===== src/rtl/apb_periph_pkg.sv =====
// apb_periph_pkg
// Shared definitions for the APB peripheral register bank:
//   apb_phase_e  - APB phase state (IDLE / SETUP / ACCESS)
//   NUM_SLAVES   - number of register banks (one per Pselx bit)
//   APB_DW       - APB data width
//   wrcnt_index  - index of the read-only write counter in a bank
package apb_periph_pkg;

    localparam int NUM_SLAVES = 3;
    localparam int APB_DW     = 32;

    typedef enum logic [1:0] {
        IDLE   = 2'd0,
        SETUP  = 2'd1,
        ACCESS = 2'd2
    } apb_phase_e;

    function automatic int unsigned wrcnt_index(input int unsigned regs);
        return regs - 1;
    endfunction

endpackage


===== src/rtl/apb_reg_bank.sv =====
// apb_reg_bank
// One register bank: REGS_PER_SLAVE-1 read/write registers plus a read-only
// write counter (WRCNT) at the last index.
// Ports:
//   Hclk, Hresetn  clock, asynchronous active-low reset
//   we             write strobe (already qualified as a legal commit)
//   widx, wdata    write index and data
//   ridx, rdata    combinational read port
module apb_reg_bank
    import apb_periph_pkg::*;
#(
    parameter int REGS_PER_SLAVE = 8,
    parameter int IW             = $clog2(REGS_PER_SLAVE)
) (
    input  logic              Hclk,
    input  logic              Hresetn,
    input  logic              we,
    input  logic [IW-1:0]     widx,
    input  logic [APB_DW-1:0] wdata,
    input  logic [IW-1:0]     ridx,
    output logic [APB_DW-1:0] rdata
);

    localparam logic [IW-1:0] WR_IDX = IW'(wrcnt_index(REGS_PER_SLAVE));

    logic [APB_DW-1:0] mem [REGS_PER_SLAVE-1];
    logic [APB_DW-1:0] wrcnt;

    // Writes aimed at WRCNT are silently dropped and not counted.
    always_ff @(posedge Hclk or negedge Hresetn) begin
        if (!Hresetn) begin
            for (int i = 0; i < REGS_PER_SLAVE - 1; i++) begin
                mem[i] <= '0;
            end
            wrcnt <= '0;
        end else if (we && (widx != WR_IDX)) begin
            mem[widx] <= wdata;
            wrcnt     <= wrcnt + APB_DW'(1);
        end
    end

    assign rdata = (ridx == WR_IDX) ? wrcnt : mem[ridx];

endmodule


===== src/rtl/apb_periph_bank.sv =====
// apb_periph_bank
// Zero-wait-state APB slave with NUM_SLAVES independent register banks.
// Every transfer is one SETUP plus one ACCESS cycle; Prdata is registered
// on the SETUP edge so it is stable for the whole ACCESS cycle.
// Ports:
//   Hclk, Hresetn   clock, asynchronous active-low reset
//   Pselx           one-hot bank select
//   Penable         ACCESS-phase indicator
//   Pwrite          1 = write, 0 = read
//   Paddr           byte address, Paddr[IW+1:2] is the register index
//   Pwdata          write data
//   Prdata          registered read data
//   Perr            sticky protocol-error flag
// Build option: define APB_PROTOCOL_CHECK_EN to enable the protocol checker;
// otherwise Perr is tied low.
//
// state  | meaning
// IDLE   | no transfer in progress
// SETUP  | select presented, waiting for Penable
// ACCESS | transfer completing (write committed on the edge ending SETUP)
module apb_periph_bank
    import apb_periph_pkg::*;
#(
    parameter int REGS_PER_SLAVE = 8
) (
    input  logic                  Hclk,
    input  logic                  Hresetn,
    input  logic [NUM_SLAVES-1:0] Pselx,
    input  logic                  Penable,
    input  logic                  Pwrite,
    input  logic [31:0]           Paddr,
    input  logic [APB_DW-1:0]     Pwdata,
    output logic [APB_DW-1:0]     Prdata,
    output logic                  Perr
);

    localparam int IW = $clog2(REGS_PER_SLAVE);

    apb_phase_e state, state_nxt;

    logic              sel_any;
    logic              sel_onehot;
    logic [IW-1:0]     idx;
    logic              commit;
    logic              rd_capture;
    logic [APB_DW-1:0] rd_mux;
    logic [APB_DW-1:0] bank_rdata [NUM_SLAVES];
    logic              unused_addr_bits;

    assign sel_any    = |Pselx;
    assign sel_onehot = sel_any && ((Pselx & (Pselx - NUM_SLAVES'(1))) == '0);
    assign idx        = Paddr[IW+1:2];
    assign unused_addr_bits = ^{Paddr[31:IW+2], Paddr[1:0]};

    always_ff @(posedge Hclk or negedge Hresetn) begin
        if (!Hresetn) begin
            state <= IDLE;
        end else begin
            state <= state_nxt;
        end
    end

    always_comb begin
        state_nxt = IDLE;
        case (state)
            IDLE:    if (sel_any && !Penable) state_nxt = SETUP;
            SETUP:   if (sel_any &&  Penable) state_nxt = ACCESS;
            ACCESS:  if (sel_any && !Penable) state_nxt = SETUP;
            default: state_nxt = IDLE;
        endcase
    end

    // Multi-bit selects never commit, in every build.
    assign commit     = (state == SETUP) && Penable && Pwrite && sel_onehot;
    assign rd_capture = sel_any && !Penable && !Pwrite;

    for (genvar k = 0; k < NUM_SLAVES; k++) begin : g_bank
        apb_reg_bank #(
            .REGS_PER_SLAVE (REGS_PER_SLAVE),
            .IW             (IW)
        ) u_bank (
            .Hclk    (Hclk),
            .Hresetn (Hresetn),
            .we      (commit && Pselx[k]),
            .widx    (idx),
            .wdata   (Pwdata),
            .ridx    (idx),
            .rdata   (bank_rdata[k])
        );
    end

    always_comb begin
        rd_mux = '0;
        for (int k = 0; k < NUM_SLAVES; k++) begin
            if (Pselx[k]) rd_mux = bank_rdata[k];
        end
    end

    always_ff @(posedge Hclk or negedge Hresetn) begin
        if (!Hresetn) begin
            Prdata <= '0;
        end else if (rd_capture) begin
            Prdata <= sel_onehot ? rd_mux : '0;
        end
    end

`ifdef APB_PROTOCOL_CHECK_EN
    logic [NUM_SLAVES-1:0] setup_sel;
    logic [31:0]           setup_addr;
    logic                  setup_wr;
    logic                  violation;
    logic                  perr_q;

    // Snapshot the SETUP-phase controls so ACCESS can be checked against them.
    always_ff @(posedge Hclk or negedge Hresetn) begin
        if (!Hresetn) begin
            setup_sel  <= '0;
            setup_addr <= '0;
            setup_wr   <= 1'b0;
        end else if (state_nxt == SETUP) begin
            setup_sel  <= Pselx;
            setup_addr <= Paddr;
            setup_wr   <= Pwrite;
        end
    end

    always_comb begin
        violation = sel_any && !sel_onehot;
        case (state)
            IDLE:    if (Penable) violation = 1'b1;
            SETUP:   if (!(sel_any && Penable) || (Pselx != setup_sel) ||
                         (Paddr != setup_addr) || (Pwrite != setup_wr))
                         violation = 1'b1;
            ACCESS:  if (sel_any && Penable) violation = 1'b1;
            default: violation = 1'b1;
        endcase
    end

    always_ff @(posedge Hclk or negedge Hresetn) begin
        if (!Hresetn) begin
            perr_q <= 1'b0;
        end else if (violation) begin
            perr_q <= 1'b1;
        end
    end

    assign Perr = perr_q;
`else
    assign Perr = 1'b0;
`endif

endmodule


===== config.mk =====
export PLATFORM = sky130hd
export DESIGN_NAME = apb_periph_bank
export DESIGN_NICKNAME = d
export VERILOG_FILES = /design/src/rtl/apb_periph_pkg.sv /design/src/rtl/apb_reg_bank.sv /design/src/rtl/apb_periph_bank.sv
export SDC_FILE = /design/constraint.sdc
export NUM_CORES = 1
export LEC_CHECK = 0
export CAP_MARGIN = 40
export CORE_MARGIN = 2
export CORE_UTILIZATION = 54
export DETAILED_ROUTE_END_ITERATION = 10
export HOLD_SLACK_MARGIN = 0.1
export PLACE_DENSITY_LB_ADDON = 0.3
export RECOVER_POWER = 100
export SLEW_MARGIN = 40
export SYNTH_ARGS = -nofsm -noshare
export SYNTH_HDL_FRONTEND = slang
export SYNTH_HIERARCHICAL = 1
export SYNTH_SLANG_ARGS = --single-unit

===== constraint.sdc =====
create_clock -name Hclk -period 7.2 [get_ports Hclk]
set_input_delay 1.44 -clock Hclk [delete_from_list [all_inputs] [get_ports Hclk]]
set_output_delay 1.44 -clock Hclk [all_outputs]
set_load 0.01 [all_outputs]

# Yosys cells after proc, flatten, opt, wreduce, memory -nomap -nowiden
# Cells that the tools add are included.
dict set report op_classes {
  addsub 4
  n_lt_le_gt_ge 2
  eq_ne 4
  muxes 24
  bitwise_logic 2
  n_reduce_logical 20
}
# cell n
set ops {}
lappend ops {{$bwmux 224} 3}
lappend ops {{$mux 32} 14}
lappend ops {{$bmux 32 s3} 3}
lappend ops {{$add 32x1->32 const B} 3}
lappend ops {{$demux 32 s3} 1}
lappend ops {{$logic_and 1x1->1} 14}
lappend ops {{$ge 4x4->1 const B} 1}
lappend ops {{$lt 4x1->1 const B} 1}
lappend ops {{$not 3->4} 1}
lappend ops {{$pmux 2 s2} 1}
lappend ops {{$and 3x3->3} 1}
lappend ops {{$eq 3x3->1 const B} 1}
lappend ops {{$logic_not 3->1} 1}
lappend ops {{$ne 3x3->1 const B} 1}
lappend ops {{$reduce_or 3->1} 1}
lappend ops {{$sub 3x1->3 const B} 1}
lappend ops {{$eq 2x1->1 const B} 1}
lappend ops {{$eq 2x2->1 const B} 1}
lappend ops {{$logic_not 1->1} 2}
lappend ops {{$logic_not 2->1} 1}
lappend ops {{$mux 2} 1}
lappend ops {{$reduce_or 2->1} 1}
lappend ops {{$mux 1} 1}
dict set report totals {
  ff_bits 802
  input_bits 71
  out_inout_bits 33
}

# Depth between registers and ports, before layout
dict set report logic_depth {
  ltp_word 9
  ltp_mapped 11
}

# By module
# The synthesis kept the hierarchy.
# module instances cells_each area_per_inst_um2
set by_module_without_submodules {}
lappend by_module_without_submodules {{apb_reg_bank at g_bank[0].u_bank ...} 2 849 11858.9}
lappend by_module_without_submodules {{apb_reg_bank at g_bank[2].u_bank} 1 732 11781.3}
lappend by_module_without_submodules {apb_periph_bank 1 167 1941.9}

# Worst setup path before layout
# No wires, ideal clock.
dict set report synth_path {
  kind {input-to-reg}
  from {input port Pselx[1]}
  to {register g_bank[0].u_bank/mem[161] (netlist bit)}
  setup_time_ns 0.125
  t_arrival_ns 3.546
  required_time_ns 7.075
  slack_ns 3.529
  stages 9
  n_path_buf 3
  path_cell_list {buf_4 > nor3_1 > or4b_4 > nor3b_1 > buf_2 > nand2b_1 > nor3b_2 > buf_2 > mux2_2}
}
dict set report synth_between {
  elab_chain_cells 7
  elab_cells_between_ends 8
  cone_classes {add/sub (1); bitwise (1); reduce/logical (6)}
}
# item line_no
set synth_rtl {}
lappend synth_rtl {{start: declaration} apb_periph_bank.sv:28} ;# input logic [NUM_SLAVES-1:0] Pselx,
lappend synth_rtl {{$sub 3x1->3} apb_periph_bank.sv:51} ;# assign sel_onehot = sel_any && ((Pselx & (Pselx - NUM_SLAVES'(1))) == '0);
lappend synth_rtl {{$and 3x3->3} apb_periph_bank.sv:51}
lappend synth_rtl {{$logic_not 3->1} apb_periph_bank.sv:51}
lappend synth_rtl {{$logic_and 1x1->1 (*)} apb_periph_bank.sv:51}
lappend synth_rtl {{$logic_and 1x1->1 (*)} apb_periph_bank.sv:74} ;# assign commit = (state == SETUP) && Penable && Pwrite && sel_onehot;
lappend synth_rtl {{$logic_and 1x1->1 (*)} apb_periph_bank.sv:84} ;# .we (commit && Pselx[k]),
lappend synth_rtl {{$logic_and 1x1->1 (*)} apb_reg_bank.sv:36} ;# end else if (we && (widx != WR_IDX)) begin
lappend synth_rtl {{end signal: indexed assignment} apb_reg_bank.sv:37} ;# mem[widx] <= wdata;
lappend synth_rtl {{end: declaration} apb_reg_bank.sv:26} ;# logic [APB_DW-1:0] mem [REGS_PER_SLAVE-1];
# Every way passes the cells marked *; elsewhere a longest branch is shown, timed or not.
# A chain may end at the register's enable or synchronous reset.

# Worst setup path in the final report
dict set report layout_path {
  from {input port Pselx[0]}
  to {register g_bank[2].u_bank/mem[43] (netlist bit)}
}
dict set report layout_between {
  elab_chain_cells 7
  elab_cells_between_ends 8
  cone_classes {add/sub (1); bitwise (1); reduce/logical (6)}
}
# item line_no
set layout_rtl {}
lappend layout_rtl {{$sub 3x1->3} apb_periph_bank.sv:51}
lappend layout_rtl {{$and 3x3->3} apb_periph_bank.sv:51}
lappend layout_rtl {{$logic_not 3->1} apb_periph_bank.sv:51}
lappend layout_rtl {{$logic_and 1x1->1 (*)} apb_periph_bank.sv:51}
lappend layout_rtl {{$logic_and 1x1->1 (*)} apb_periph_bank.sv:74}
lappend layout_rtl {{$logic_and 1x1->1 (*)} apb_periph_bank.sv:84}
lappend layout_rtl {{$logic_and 1x1->1 (*)} apb_reg_bank.sv:36}
lappend layout_rtl {{end signal: indexed assignment} apb_reg_bank.sv:37}
lappend layout_rtl {{end: declaration} apb_reg_bank.sv:26}
# Marks and branches as above.

==> results.ini <==
[setup_path]
path_cells = dlygate4sd3_1 -> nor3_1 -> or4b_1 -> nor4b_1 -> clkbuf_1 -> nand4b_1 -> clkbuf_1 -> mux2_2
critPathKind = input port to flop
crit_buf_inv = 3
worstSetupEndpointType = flop
required_ns = 7.71
critPathMaxStageDelay_ns = 2.14
crit_path_start_kind = input port
cp_data_arrival_time_ns = 6.18
critPathTopFamily = buffers and inverters
crit_top_cell = clkbuf_1
cp_slowest_cell = clkbuf_1
critPathMaxFanout = 30

[finish]
final_cell_mix = dfrtp_1 (802), mux2_2 (699), mux4_2 (126)
final_cells = 3628
fillers = 5233
layout-drive-gt1-share_pct = 37.90
utilization_pct = 60.60
nets = 2714
layout_commonest_cell = dfrtp_1
fin_area_um2 = 41560
syn_to_final_growth_pct = 11.00

[floorplan]
die_h_um = 267.3
rows = 96
core-area_um2 = 68590
start_util_pct = 54.59
die_w_um = 267.3
dieArea_um2 = 71460
ios = 104

[detailed_routing]
drtPass1Iterations = 5
wl_um = 98300
drt_iter0_drc = 1861
via_per_inst = 6.430
route.detailed.drc = 0
vias = 23330
post_drt_wl_per_cell_um = 27.09
ant_nets = 0

[clock_tree]
htree_levels = 3
clkTransAtPathRegs_ns = 0.06
cts-root-buf = clkbuf_16
post_cts_buffers = 0
clock_latency_ns = 0.64
cts_buffer_depth = 3
hold_buffers = 0
cts-buffers-inserted = 82
cts_tree = yes
cts_resized = 0
cts_sinks = 802

[logic_synthesis]
syn_avg_cell_area_um2 = 14.42
synth-edff-count = 0
yosysTopAreaCellShare_pct = 53.60
yosysTopAreaCell = dfrtp_1
syn-cell-area_um2 = 37440
netlist_top_cells_area = dfrtp_1 (54%), mux2_2 (21%), mux4_2 (7.6%)
yosys_warnings = 6
seq_area_frac_synth_pct = 53.60
syn_nets = 2671
synth_seq_cells = 802
ys_types = 53
ys_async_sr_fraction_pct = 100.0
synth_cells = 2597
yosys_most_used_dff = dfrtp_1

[timing]
worst_slew_pin_slew_ns = 3.627
fmax_mhz = 176.3
period_minus_slack_ns = 5.671
hold_viol = 0
slew_headroom_pct = -141.8
rsz0062_at_grt = no
finalClockSkew_ns = 0.02454
drv_slew = 376
setup_viol = 0
setup_ws_ns = 1.529
fin_crit_sh_pct = 78.76
fin_tns_setup_ns = 0

[placed_design]
place_area_um2 = 39180
place_ws_ns = 1.884
port_buffers = 73
place_hpwl_um = 59650
gp_congestion = 0.8854
dp.cells = 3484

[min_path]
hp-class = flop to flop

[global_route]
grt_pass1_wl_um = 152200
antenna_found_initial = 3
grt.overflow.total = 0
grt_max_degree = 157
grt_usage_pct = 28.42
grt_pass1_vias = 25010

[pwr]
power_density_nw_per_um2 = 230.4
irDropWorstVdd_mv = 0.1975
leakage_uw = 0.01985

[run]
drv_cap = 15

[status]
violations = max-capacitance violations, max-slew violations
outcome = finished, violations left

layout make-up:
type | instances | area, um2 | area share (%)
repair buffers | 138 | 1250 | 3.008
flip-flops and latches | 802 | 20070 | 48.29
inverters | 14 | 52.55 | 0.1264
multi-input cells | 1602 | 16370 | 39.38
clock inverters | 22 | 307.8 | 0.7406
clock buffers | 116 | 2340 | 5.630
well taps | 931 | 1165 | 2.803
diodes | 3 | 7.507 | 0.01806
synthesized netlist by cell type, drive strengths merged (22+ instances only):
master  instances
a221o          74
a32o           32
buf           137
clkbuf         42
dfrtp         802
mux2          721
mux2i          50
mux4          128
nand2          86
nand2b         39
nand3          54
nand4          36
nor2           59
nor2b          46
nor3           24
o21ai          43
o22ai          22
xnor2          70
xor2           23
flip-flops by register name, indices dropped and copies added (netlist names):
| signal | flops |
|---|---|
| Prdata | 32 |
| state | 2 |
| g_bank.u_bank/mem | 672 |
| g_bank.u_bank/wrcnt | 96 |
per-layer routing:
metal  track usage [%]  up-vias  share of wire, %
met1             37.74    12610                41
met5                 0        -                 0
met3             4.110      196               5.6
met4             10.60        0               3.6
met2             47.70      761                49
li1                  -     9765                 -
per-stage QoR:
stage	hold WS, ns	power [uW]
5_1_grt	0.4666	9922
2_1_floorplan	0.4087	5126
6_report	0.4384	9576
3_5_place_dp	0.4260	5480
4_1_cts	0.4356	9677
3_3_place_gp	0.4371	5441
cells by family after synthesis:
group / after synthesis / share of synthesized area [%]
AOI/OAI and AO/OA: 194 / 4.334
xor gates and xnor gates: 93 / 2.176
and+or+nand+nor: 412 / 6.463
buffers and inverters: 193 / 2.573
adders and majority gates: 3 / 0.1003
other: 1 / 0.01002
muxes: 899 / 30.74
DFF: 802 / 53.60
final timing paths:
| check | start | end | slack, ns | cells past startpoint |
|---|---|---|---|---|
| setup / recovery | Pselx[0] | g_bank[2].u_bank/mem[43] | 1.53 | 8 |
| hold / removal | state[0] | state[0] | 0.44 | 1 |
| setup reg to reg | state[1] | g_bank[2].u_bank/mem[167] | 2.73 | 7 |
| hold reg to reg | state[0] | state[0] | 0.44 | 1 |
| max in group asynchronous | Hresetn | Prdata[29] | 2.22 | 4 |
| min in group asynchronous | Hresetn | g_bank[2].u_bank/mem[104] | 2.02 | 1 |
worst register-to-register path: cells and delay by family, from the launching register on:
kind,cells,cell delay [ns]
flip-flops,1,0.40
AND/OR/NAND/NOR,4,1.52
buffers and inverters,2,1.92
multiplexers,1,0.50
power by group:
| group | switching, uW | internal, uW |
|---|---|---|
| clock | 1770 | 2420 |
| sequential | 84.0 | 4640 |
| combinational | 389 | 273 |
(Power assumes the default switching activity.)
